### config.mk
export PLATFORM = sky130hd
export DESIGN_NAME = uart_tx_ctrl
export DESIGN_NICKNAME = d
export VERILOG_FILES = /design/src/rtl/uart_tx_ctrl.sv
export SDC_FILE = /design/constraint.sdc
export NUM_CORES = 1
export LEC_CHECK = 0
export BUFFER_PORTS_ARGS = -buffer_cell sky130_fd_sc_hd__buf_2
export CORE_MARGIN = 2
export CORE_UTILIZATION = 43
export CTS_CLUSTER_SIZE = 24
export DETAILED_ROUTE_END_ITERATION = 8
export GPL_TIMING_DRIVEN = 1
export PLACE_DENSITY = 0.64
export SLEW_MARGIN = 15
export SYNTH_ARGS = -nofsm -noshare
export SYNTH_HDL_FRONTEND = slang
export SYNTH_SLANG_ARGS = --single-unit
### constraint.sdc
create_clock -name clk -period 3.49 [get_ports clk]
set_input_delay 0.349 -clock clk [delete_from_list [all_inputs] [get_ports clk]]
set_output_delay 0.349 -clock clk [all_outputs]
set_load 0.05 [all_outputs]
### src/rtl/uart_tx_ctrl.sv
// UART transmit sequencer: buffers bytes in a small FIFO and shifts one start/data/stop frame per
// byte onto txd, stepping one bit per bps_clk strobe while holding the baud generator enabled.
module uart_tx_ctrl #(
  parameter int unsigned DATA_BITS = 8,
  parameter int unsigned FIFO_AW   = 2
) (
  input  logic                 clk,
  input  logic                 rst_n,
  input  logic [DATA_BITS-1:0] tx_data,
  input  logic                 tx_valid,
  output logic                 tx_ready,
  input  logic                 bps_clk,
  output logic                 count_sig,
  output logic                 txd,
  output logic                 busy,
  output logic                 tx_done,
  output logic [FIFO_AW:0]     fifo_level
);

  localparam int unsigned Depth = 2 ** FIFO_AW;
  localparam int unsigned IdxW  = $clog2(DATA_BITS + 4);

  localparam logic [IdxW-1:0]    IdxOne      = IdxW'(1);
  localparam logic [IdxW-1:0]    IdxLastData = IdxW'(DATA_BITS + 1);
  localparam logic [IdxW-1:0]    IdxStop     = IdxW'(DATA_BITS + 2);
  localparam logic [FIFO_AW-1:0] PtrOne      = FIFO_AW'(1);
  localparam logic [FIFO_AW:0]   LvlOne      = (FIFO_AW + 1)'(1);
  localparam logic [FIFO_AW:0]   LvlFull     = (FIFO_AW + 1)'(Depth);

  typedef enum logic [0:0] {StIdle, StActive} state_e;

  state_e                 state_q, state_d;
  logic [DATA_BITS-1:0]   mem_q [Depth];
  logic [FIFO_AW-1:0]     wptr_q, wptr_d;
  logic [FIFO_AW-1:0]     rptr_q, rptr_d;
  logic [FIFO_AW:0]       level_q, level_d;
  logic [DATA_BITS-1:0]   shift_q, shift_d;
  logic [IdxW-1:0]        bit_idx_q, bit_idx_d;
  logic [IdxW-1:0]        idx_nxt;
  logic                   count_sig_q, count_sig_d;
  logic                   txd_q, txd_d;
  logic                   tx_done_q, tx_done_d;
  logic                   push, pop, full;

  // A pop frees a slot in the same cycle, so a full FIFO still accepts a push while IDLE drains it.
  always_comb begin
    full     = (level_q == LvlFull);
    pop      = (state_q == StIdle) && !count_sig_q && (level_q != '0);
    tx_ready = !full || pop;
    push     = tx_valid && tx_ready;
  end

  always_comb begin
    wptr_d  = wptr_q;
    rptr_d  = rptr_q;
    level_d = level_q;
    if (push) wptr_d = wptr_q + PtrOne;
    if (pop)  rptr_d = rptr_q + PtrOne;
    unique case ({push, pop})
      2'b10:   level_d = level_q + LvlOne;
      2'b01:   level_d = level_q - LvlOne;
      default: level_d = level_q;
    endcase
  end

  always_comb begin
    state_d     = state_q;
    shift_d     = shift_q;
    bit_idx_d   = bit_idx_q;
    count_sig_d = count_sig_q;
    txd_d       = txd_q;
    tx_done_d   = 1'b0;
    idx_nxt     = bit_idx_q + IdxOne;
    unique case (state_q)
      StIdle: begin
        if (pop) begin
          shift_d     = mem_q[rptr_q];
          bit_idx_d   = '0;
          count_sig_d = 1'b1;
          txd_d       = 1'b1;
          state_d     = StActive;
        end
      end
      StActive: begin
        if (bps_clk) begin
          bit_idx_d = idx_nxt;
          if (idx_nxt == IdxOne) begin
            txd_d = 1'b0;
          end else if (idx_nxt <= IdxLastData) begin
            txd_d   = shift_q[0];
            shift_d = shift_q >> 1;
          end else if (idx_nxt == IdxStop) begin
            txd_d = 1'b1;
          end else begin
            // Stop bit has now been held a full period; release the baud counter.
            txd_d       = 1'b1;
            count_sig_d = 1'b0;
            tx_done_d   = 1'b1;
            state_d     = StIdle;
          end
        end
      end
      default: state_d = StIdle;
    endcase
  end

  always_ff @(posedge clk) begin
    if (push) mem_q[wptr_q] <= tx_data;
  end

  always_ff @(posedge clk or negedge rst_n) begin
    if (!rst_n) begin
      state_q     <= StIdle;
      wptr_q      <= '0;
      rptr_q      <= '0;
      level_q     <= '0;
      shift_q     <= '0;
      bit_idx_q   <= '0;
      count_sig_q <= 1'b0;
      txd_q       <= 1'b1;
      tx_done_q   <= 1'b0;
    end else begin
      state_q     <= state_d;
      wptr_q      <= wptr_d;
      rptr_q      <= rptr_d;
      level_q     <= level_d;
      shift_q     <= shift_d;
      bit_idx_q   <= bit_idx_d;
      count_sig_q <= count_sig_d;
      txd_q       <= txd_d;
      tx_done_q   <= tx_done_d;
    end
  end

  assign count_sig  = count_sig_q;
  assign txd        = txd_q;
  assign busy       = (state_q == StActive);
  assign tx_done    = tx_done_q;
  assign fifo_level = level_q;

endmodule

==> results of run 1 <==
## layout by cell type (no fill, tap or decap), types with 2 or more instances in the layout
master and n:
a21oi_1 2, and2_1 2, and3_1 4, buf_2 19
clkbuf_8 6, dfrtp_1 22, edfxtp_1 32, ha_1 9
inv_1 11, mux2_2 13, mux4_1 6, mux4_2 2
nand2_1 7, nand3_1 5, nor2_1 5, o21ai_0 10
xnor2_1 5, xor2_1 3
## worst reg2reg max path, cell delays in order (launching register included)
cell     delay [ns]
dfrtp_1        0.53
or3_1          0.57
inv_1          0.21
ha_1           0.21
inv_1          0.06
fa_1           0.37
xor2_1         0.15
nor2_1         0.11
xor2_1         0.18
## how the worst max path moves through the flow
stage                     startpoint  slack [ns]       endpoint
after floorplan                 busy        0.50  fifo_level[2]
after global placement          busy        1.19  fifo_level[2]
after detailed placement        busy        1.07  fifo_level[2]
after CTS                       busy        1.05  fifo_level[2]
after global routing            busy        0.90  fifo_level[2]
final                           busy        1.02  fifo_level[2]
## per-stage QoR
step / instance area [um^2] / hold WS, ns / std cells / power, mW / utilization, %
finish: 2710 / 0.00379 / 254 / 2.35 / 49.1
global route: 2710 / 0.0443 / 254 / 2.51 / 49.1
CTS: 2710 / 0.0173 / 254 / 2.38 / 49.1
detailed placement: 2610 / 0.354 / 246 / 2.02 / 47.4
global placement: 2610 / 0.337 / 246 / 1.99 / 47.4
floorplan: 2460 / 0.0534 / 159 / 1.83 / -
## metal layers
layer | vias up | global-route usage, % | share of wire, %
met5 | - | 0 | 0
met4 | 0 | 4.66 | 1.1
met3 | 4 | 3.85 | 4.0
met2 | 19 | 22.5 | 50
met1 | 638 | 16.4 | 45
li1 | 628 | - | -
## kinds of logic after synthesis
kind of cell	share of synthesized area [%]
fa+ha+maj	5.39
flops	62.5
compound gates	5.60
xor+xnor	2.85
simple gates	6.10
buf+inv	3.36
mux	14.2
## report_power, final
part | switching [mW] | internal (mW) | total (mW)
clock | 0.197 | 0.163 | 0.360
combinational | 0.506 | 0.415 | 0.921
sequential | 0.172 | 0.902 | 1.07
total | 0.875 | 1.48 | 2.35
## registers in the layout (all words and copies together), names as in the netlist, 2 cells and up
register,count
bit_idx_q,4
wptr_q,2
shift_q,8
mem_q,32
fifo_level,3
rptr_q,2
## area by class of cell
class                      count  area, um^2  area share (%)
clock buffer                   6        82.6            3.05
clock inverter                 2        15.0           0.555
inverter                      12        45.0            1.67
multi-input combinational     88         840            31.0
sequential                    55        1540            56.8
tap                           72        90.1            3.33
timing repair buffer          19        95.1            3.52
==> results.md, run 1 <==
- Die Area: 6340 um^2
- # resized after CTS: 0
- I/O pins: 20
- Total GRT Usage: 13.3%
- Final setup fails: 0
- Status: completed
- Syn_area_per_cell: ~15 um^2
- CTS Hold Bufs: 0
- Post-synth EDFFs: 32
- Setup TNS Final: 0 ns
- Fmax achieved: around 0.41 GHz
- Syn nets: 181
- Largest net degree at the start of global routing: 24
- Asr flop ratio synth: 41.8%
- ANT cells: 0
- Drt first pass iters: 4
- First-pass GRT wire length: 6.31 mm
- Vias: around 1300
- Crit path depth: 8
- CTS Buffer Depth: 2
- Hold WC Path Type: in -> async
- DP Worst Slack: 1.07 ns
- Clock-pin slew on the worst setup and hold paths: roughly 0.09 ns
- Worst setup SP type: flop
- CTS Sinks: 55
- Required time of the worst setup path: between 3 and 4 ns
- Placeable Area: ~5500 um^2
- Max-cap violations: 0
- Mapped cell area: 2460 um^2
- Global placer's final weighted congestion: 0.853
- Leak Pwr: 1.09 nW
- Period minus WS final: 2.47 ns
- Fillers: ~460
- Slowest stage cell, crit path: or3_1
- CP Class: reg -> reg
- Final WL: ~3.8 mm
- Starting DRT DRC Count: 46
- Fin worst setup slack: 1.02 ns
- Yosys cell types: 35
- Synth Register Bits: 55
- Worst R2R End: fifo_level[2]
- Post-Syn Instances: between 150 and 200
- Worst-path fanout max: 11
- YS warnings: 0
- Share of cells above drive strength 1: between 20% and 30%
- Leading area contributor after synthesis: edfxtp_1
- Rel. slew slack: between 60% and 70%
- CTS Buf Count: 5
- Routed len/inst: between 15 and 20 um
- Drc violations: 0
- Max IR drop VDD: approximately 470 uV
- Clock Tree Root: clkbuf_8
- Worst r2r src: busy
- Net count, final: around 200
- Worst Path Arrival: about 2.7 ns
- Synth top area share: around two fifths
- Routed Antenna Nets: 0
- Row Count: 27
- Final Hold Vio Count: 0
- Worst Reg-to-Reg Cells: 8
- Power per cell area: ~870 nW/um^2
- RSZ-0062 raised after global routing: no
- Number of H-tree levels: 2
- Worst clock skew: approximately 0.0030 ns
- Max Slew Vio Count: 0
- Top-count cell post-synth: edfxtp_1
- Register area share after synthesis: between 60% and 70%
- Antenna violations before repair: 0
- Critical Path End Type: flop
- Die Ht: 79.6 um
- Vias per cell: ~5
- Post-CTS setup repair buffer count: 0
- Grt total ovfl: 0
- Initial Util: ~45%
- Worst-Margin Slew: 0.528 ns
- Ranking of synthesized cells by area: edfxtp_1 39%, dfrtp_1 22%, mux4_1 6.4%, mux2_2 6.0%, ha_1 4.6%
- CP Cell Sequence: or3_1, inv_1, ha_1, inv_1, fa_1, xor2_1, nor2_1, xor2_1
- Vias in the first global route: roughly 1300
- Die Wd: ~80 um
- Hpwl dp: between 2 and 3 mm
- Top FF cell, synth: edfxtp_1
- Area grow syn2layout: 9.97%
- Flop2flop setup slack: roughly 1.0 ns
- Buf+Inv Stages, Crit Path: 2
- Delay-heaviest family, CP: simple AND/OR/NAND/NOR gates
- Buffers on Ports: 19
- Final clock period utilization by the worst path: around 71%
- CTS tree: yes
- Top cells by count, synth: 32 x edfxtp_1, 22 x dfrtp_1, 13 x mux2_2
- CP max stage delay: ~0.57 ns
- Clock Latency Late Sink: 0.30 ns
Power figures use the tool's default switching activity.
==> run 2, diff against run 1 <==
--- a/config.mk
+++ b/config.mk
@@ -5,13 +5,14 @@
 export SDC_FILE = /design/constraint.sdc
 export NUM_CORES = 1
 export LEC_CHECK = 0
+export ABC_AREA = 1
 export BUFFER_PORTS_ARGS = -buffer_cell sky130_fd_sc_hd__buf_2
 export CORE_MARGIN = 2
 export CORE_UTILIZATION = 43
 export CTS_CLUSTER_SIZE = 24
 export DETAILED_ROUTE_END_ITERATION = 8
 export GPL_TIMING_DRIVEN = 1
-export PLACE_DENSITY = 0.64
+export PLACE_DENSITY = 0.66
 export SLEW_MARGIN = 15
 export SYNTH_ARGS = -nofsm -noshare
 export SYNTH_HDL_FRONTEND = slang
==> constraint.sdc (replaced) <==
create_clock -name clk -period 2.05 [get_ports clk]
set_input_delay 0.205 -clock clk [delete_from_list [all_inputs] [get_ports clk]]
set_output_delay 0.205 -clock clk [all_outputs]
set_load 0.05 [all_outputs]
==> run 2 against run 1 <==
  * Cell count is 39% higher
  * Cell area increased by 7.8%
  * Sequential share of layout area decreased by 3.9 points
  * Critical endpoint unchanged
  * Largest power group is now combinational cells
==> results.md, run 2 <==
- Status: completed (unchanged)
- Syn_area_per_cell: 10.3 um^2 (was 15.5 um^2)
- Crit path to: fifo_level[2] (unchanged)
- Yosys cell types: 30 (was 35)
- First-pass GRT wire length: 7.72 mm (was 6.31 mm)
- Top FF cell, synth: edfxtp_1 (unchanged)
- Commonest non-fill, non-tap cell in the layout: nand2_1 (was edfxtp_1)
- Clock Latency Late Sink: 0.31 ns (was 0.30 ns)
- Row Count: 28 (was 27)
- Die Area: 6580 um^2 (was 6340 um^2)
- CTS tree: yes (unchanged)
- Ranking of synthesized cells by area: edfxtp_1 38%, dfrtp_1 22%, nand2_1 11%, nand3_1 5.9%, ha_1 4.4% (was edfxtp_1 39%, dfrtp_1 22%, mux4_1 6.4%, mux2_2 6.0%, ha_1 4.6%)
- Critical Path End Type: flop (unchanged)
- Post-synth EDFFs: 32 (unchanged)
- Worst r2r src: fifo_level[1] (was busy)
- Cell count after placement: 343 (was 246)
- Vias per cell: 4.84 (was 5.07)
- Worst-path fanout max: 3 (was 11)
- Area grow syn2layout: 14.1% (was 9.97%)
- Slowest stage cell, crit path: dfrtp_2 (was or3_1)
- Worst Path Arrival: 2.10 ns (was 2.69 ns)
- Asr flop ratio synth: 41.8% (unchanged)
- Clock Tree Root: clkbuf_8 (unchanged)
- Largest register FFs: 32 (unchanged)
- Layout Cells excl Fill: 354 (was 254)
- Vias: 1714 (was 1289)
- Hold WC Path Type: in -> reg (was in -> async)
- Number of H-tree levels: 2 (unchanged)
- Power per cell area: 1510 nW/um^2 (was 870 nW/um^2)
- Die Ht: 81.1 um (was 79.6 um)
- CP Cell Sequence: inv_2, nand2_2, o21ai_4, nand2_4, nand2_8, ha_4, inv_2, fa_2, a21oi_2, o21ai_1, xor2_1 (was or3_1, inv_1, ha_1, inv_1, fa_1, xor2_1, nor2_1, xor2_1)
- Net count, final: 300 (was 203)
- Worst setup SP type: flop (unchanged)
- Starting DRT DRC Count: 61 (was 46)
- Synth top area share: 37.6% (was 39.1%)
- CTS Buffer Depth: 2 (unchanged)
- Period minus WS final: 1.90 ns (was 2.47 ns)
- Final Hold Vio Count: 0 (unchanged)
- Power consumption: 4.41 mW (was 2.35 mW)
- Setup TNS Final: 0 ns (unchanged)
- Most frequent cells in the layout: 75 x nand2_1, 32 x edfxtp_1, 30 x nand3_1 (was 32 x edfxtp_1, 22 x dfrtp_1, 19 x buf_2)
- Rel. slew slack: 65.0% (was 64.8%)
- Leading area contributor after synthesis: edfxtp_1 (unchanged)
- Antenna violations before repair: 0 (unchanged)
- Final hold slack: 0.0991 ns (was 0.00379 ns)
- CP Class: reg -> reg (unchanged)
- RSZ-0062 raised after global routing: no (unchanged)
- Hpwl dp: 3.14 mm (was 2.72 mm)
- CTS Buf Count: 5 (unchanged)
- Fillers: 559 (was 464)
- Syn nets: 269 (was 181)
- Initial Util: 44.0% (was 44.7%)
- Synth Register Bits: 55 (unchanged)
- Global placer's final weighted congestion: 0.731 (was 0.853)
- Leak Pwr: 1.30 nW (was 1.09 nW)
- YS warnings: 0 (unchanged)
- Clock-pin slew on the worst setup and hold paths: 0.11 ns (was 0.09 ns)
- Final Util: 50.2% (was 49.1%)
- Drt first pass iters: 4 (unchanged)
- Critical path origin: fifo_level[1] (was busy)
- Vias in the first global route: 1647 (was 1290)
- Buffers on Ports: 19 (unchanged)
- Final WL: 4.52 mm (was 3.81 mm)
- Final setup fails: 0 (unchanged)
- Worst Reg-to-Reg Cells: 11 (was 8)
- CP dominant cell by count: inv_2
- I/O pins: 20 (unchanged)
- Max IR drop VDD: 642 uV (was 466 uV)
- Worst-Margin Slew: 0.525 ns (was 0.528 ns)
- Grt total ovfl: 0 (unchanged)
- Mapped cell area: 2560 um^2 (was 2460 um^2)
- Largest net degree at the start of global routing: 24 (unchanged)
- CTS Sinks: 55 (unchanged)
- Worst clock skew: 0.00872 ns (was 0.00298 ns)
- Register area share after synthesis: 60.2% (was 62.5%)
- Required time of the worst setup path: 2.24 ns (was 3.71 ns)
- Worst R2R End: fifo_level[2] (unchanged)
- Top cells by count, synth: 75 x nand2_1, 32 x edfxtp_1, 30 x nand3_1 (was 32 x edfxtp_1, 22 x dfrtp_1, 13 x mux2_2)
- Biggest register: mem_q (unchanged)
- Flop2flop setup slack: 0.15 ns (was 1.02 ns)
- Post-Syn Instances: 247 (was 159)
- Share of cells above drive strength 1: 24.4% (was 25.8%)
- Total GRT Usage: 15.4% (was 13.3%)
- Fmax achieved: 0.525 GHz (was 0.406 GHz)
- Drc violations: 0 (unchanged)
- Max-cap violations: 0 (unchanged)
- Final clock period utilization by the worst path: 92.9% (was 70.7%)
- ANT cells: 0 (unchanged)
- CP max stage delay: 0.43 ns (was 0.57 ns)
- Placeable Area: 5820 um^2 (was 5510 um^2)
- Max Slew Vio Count: 0 (unchanged)
- Top Registers: mem_q x32, shift_q x8, bit_idx_q x4 (unchanged)
- Top-count cell post-synth: nand2_1 (was edfxtp_1)
- Routed len/inst: 12.8 um (was 15.0 um)
- Die Wd: 81.1 um (was 79.6 um)
- Routed Antenna Nets: 0 (unchanged)
## run 2: worst min path at each step
stage               slack (ns)  cells after the start           end        from
floorplan                -0.09                      0  bit_idx_q[0]       rst_n
global placement          0.21                      1       tx_done       rst_n
detailed placement        0.21                      1  bit_idx_q[0]       rst_n
CTS                       0.09                      1   mem_q[2][3]  tx_data[3]
global route              0.09                      1   mem_q[3][4]  tx_data[4]
finish                     0.1                      1   mem_q[2][3]  tx_data[3]
## run 2: area by class of cell
class                   count  area (um^2)  share of cell area [%]
multi-input cells         163          920                    31.5
well taps                  75         93.8                    3.22
flip-flops and latches     55         1540                    52.9
clock buffers               5         68.8                    2.36
repair buffers             29          173                    5.92
clock inverters             3         26.3                   0.901
inverters                  24         92.6                    3.17
## run 2: report_power, final
part	internal [mW]	switching, mW	total [mW]
sequential	1.53	0.212	1.74
clock	0.255	0.376	0.631
combinational	0.674	1.37	2.04
total	2.46	1.95	4.41
## run 2: cell families (layout without fill, tap and decap cells)
kind of cell,Yosys count,count (layout),share of synthesized area [%]
AOI/OAI and AO/OA,15,15,3.96
xor gates and xnor gates,4,4,1.66
adders and majority gates,10,10,5.19
buffers and inverters,29,61,5.04
DFF,55,55,60.2
and+or+nand+nor,134,134,24.0
## run 2: metrics by stage
step	setup WS, ns	instance area [um^2]
finish	0.145	2920
global route	0.0225	2920
CTS	0.0543	2900
detailed placement	0.0624	2790
global placement	0.131	2790
floorplan	-0.216	2580
## run 2: critical path, delay by kind of cell (launching register included)
kind	cells	cell delay, ns
flops	1	0.43
compound gates	3	0.38
simple gates	3	0.24
xor+xnor	1	0.15
buf+inv	2	0.12
fa+ha+maj	2	0.46
## run 2: what timing repair did
item / in CTS / in global routing
endpoints found under the setup margin: 0 / 1
resized for setup: 0 / 2
buffers inserted: 0 / 2
endpoints found under the hold margin: 22 / 0
hold buffers: 1 / 0
## run 2: layer usage
| metal | share of wire (%) | up-vias | GRT usage (%) | routed length, um |
|---|---|---|---|---|
| met5 | 0 | - | 0 | 0 |
| met3 | 3.1 | 5 | 3.00 | 139 |
| met2 | 51 | 22 | 26.7 | 2290 |
| li1 | - | 869 | - | - |
| met4 | 1.1 | 0 | 4.58 | 51 |
| met1 | 45 | 818 | 19.5 | 2040 |
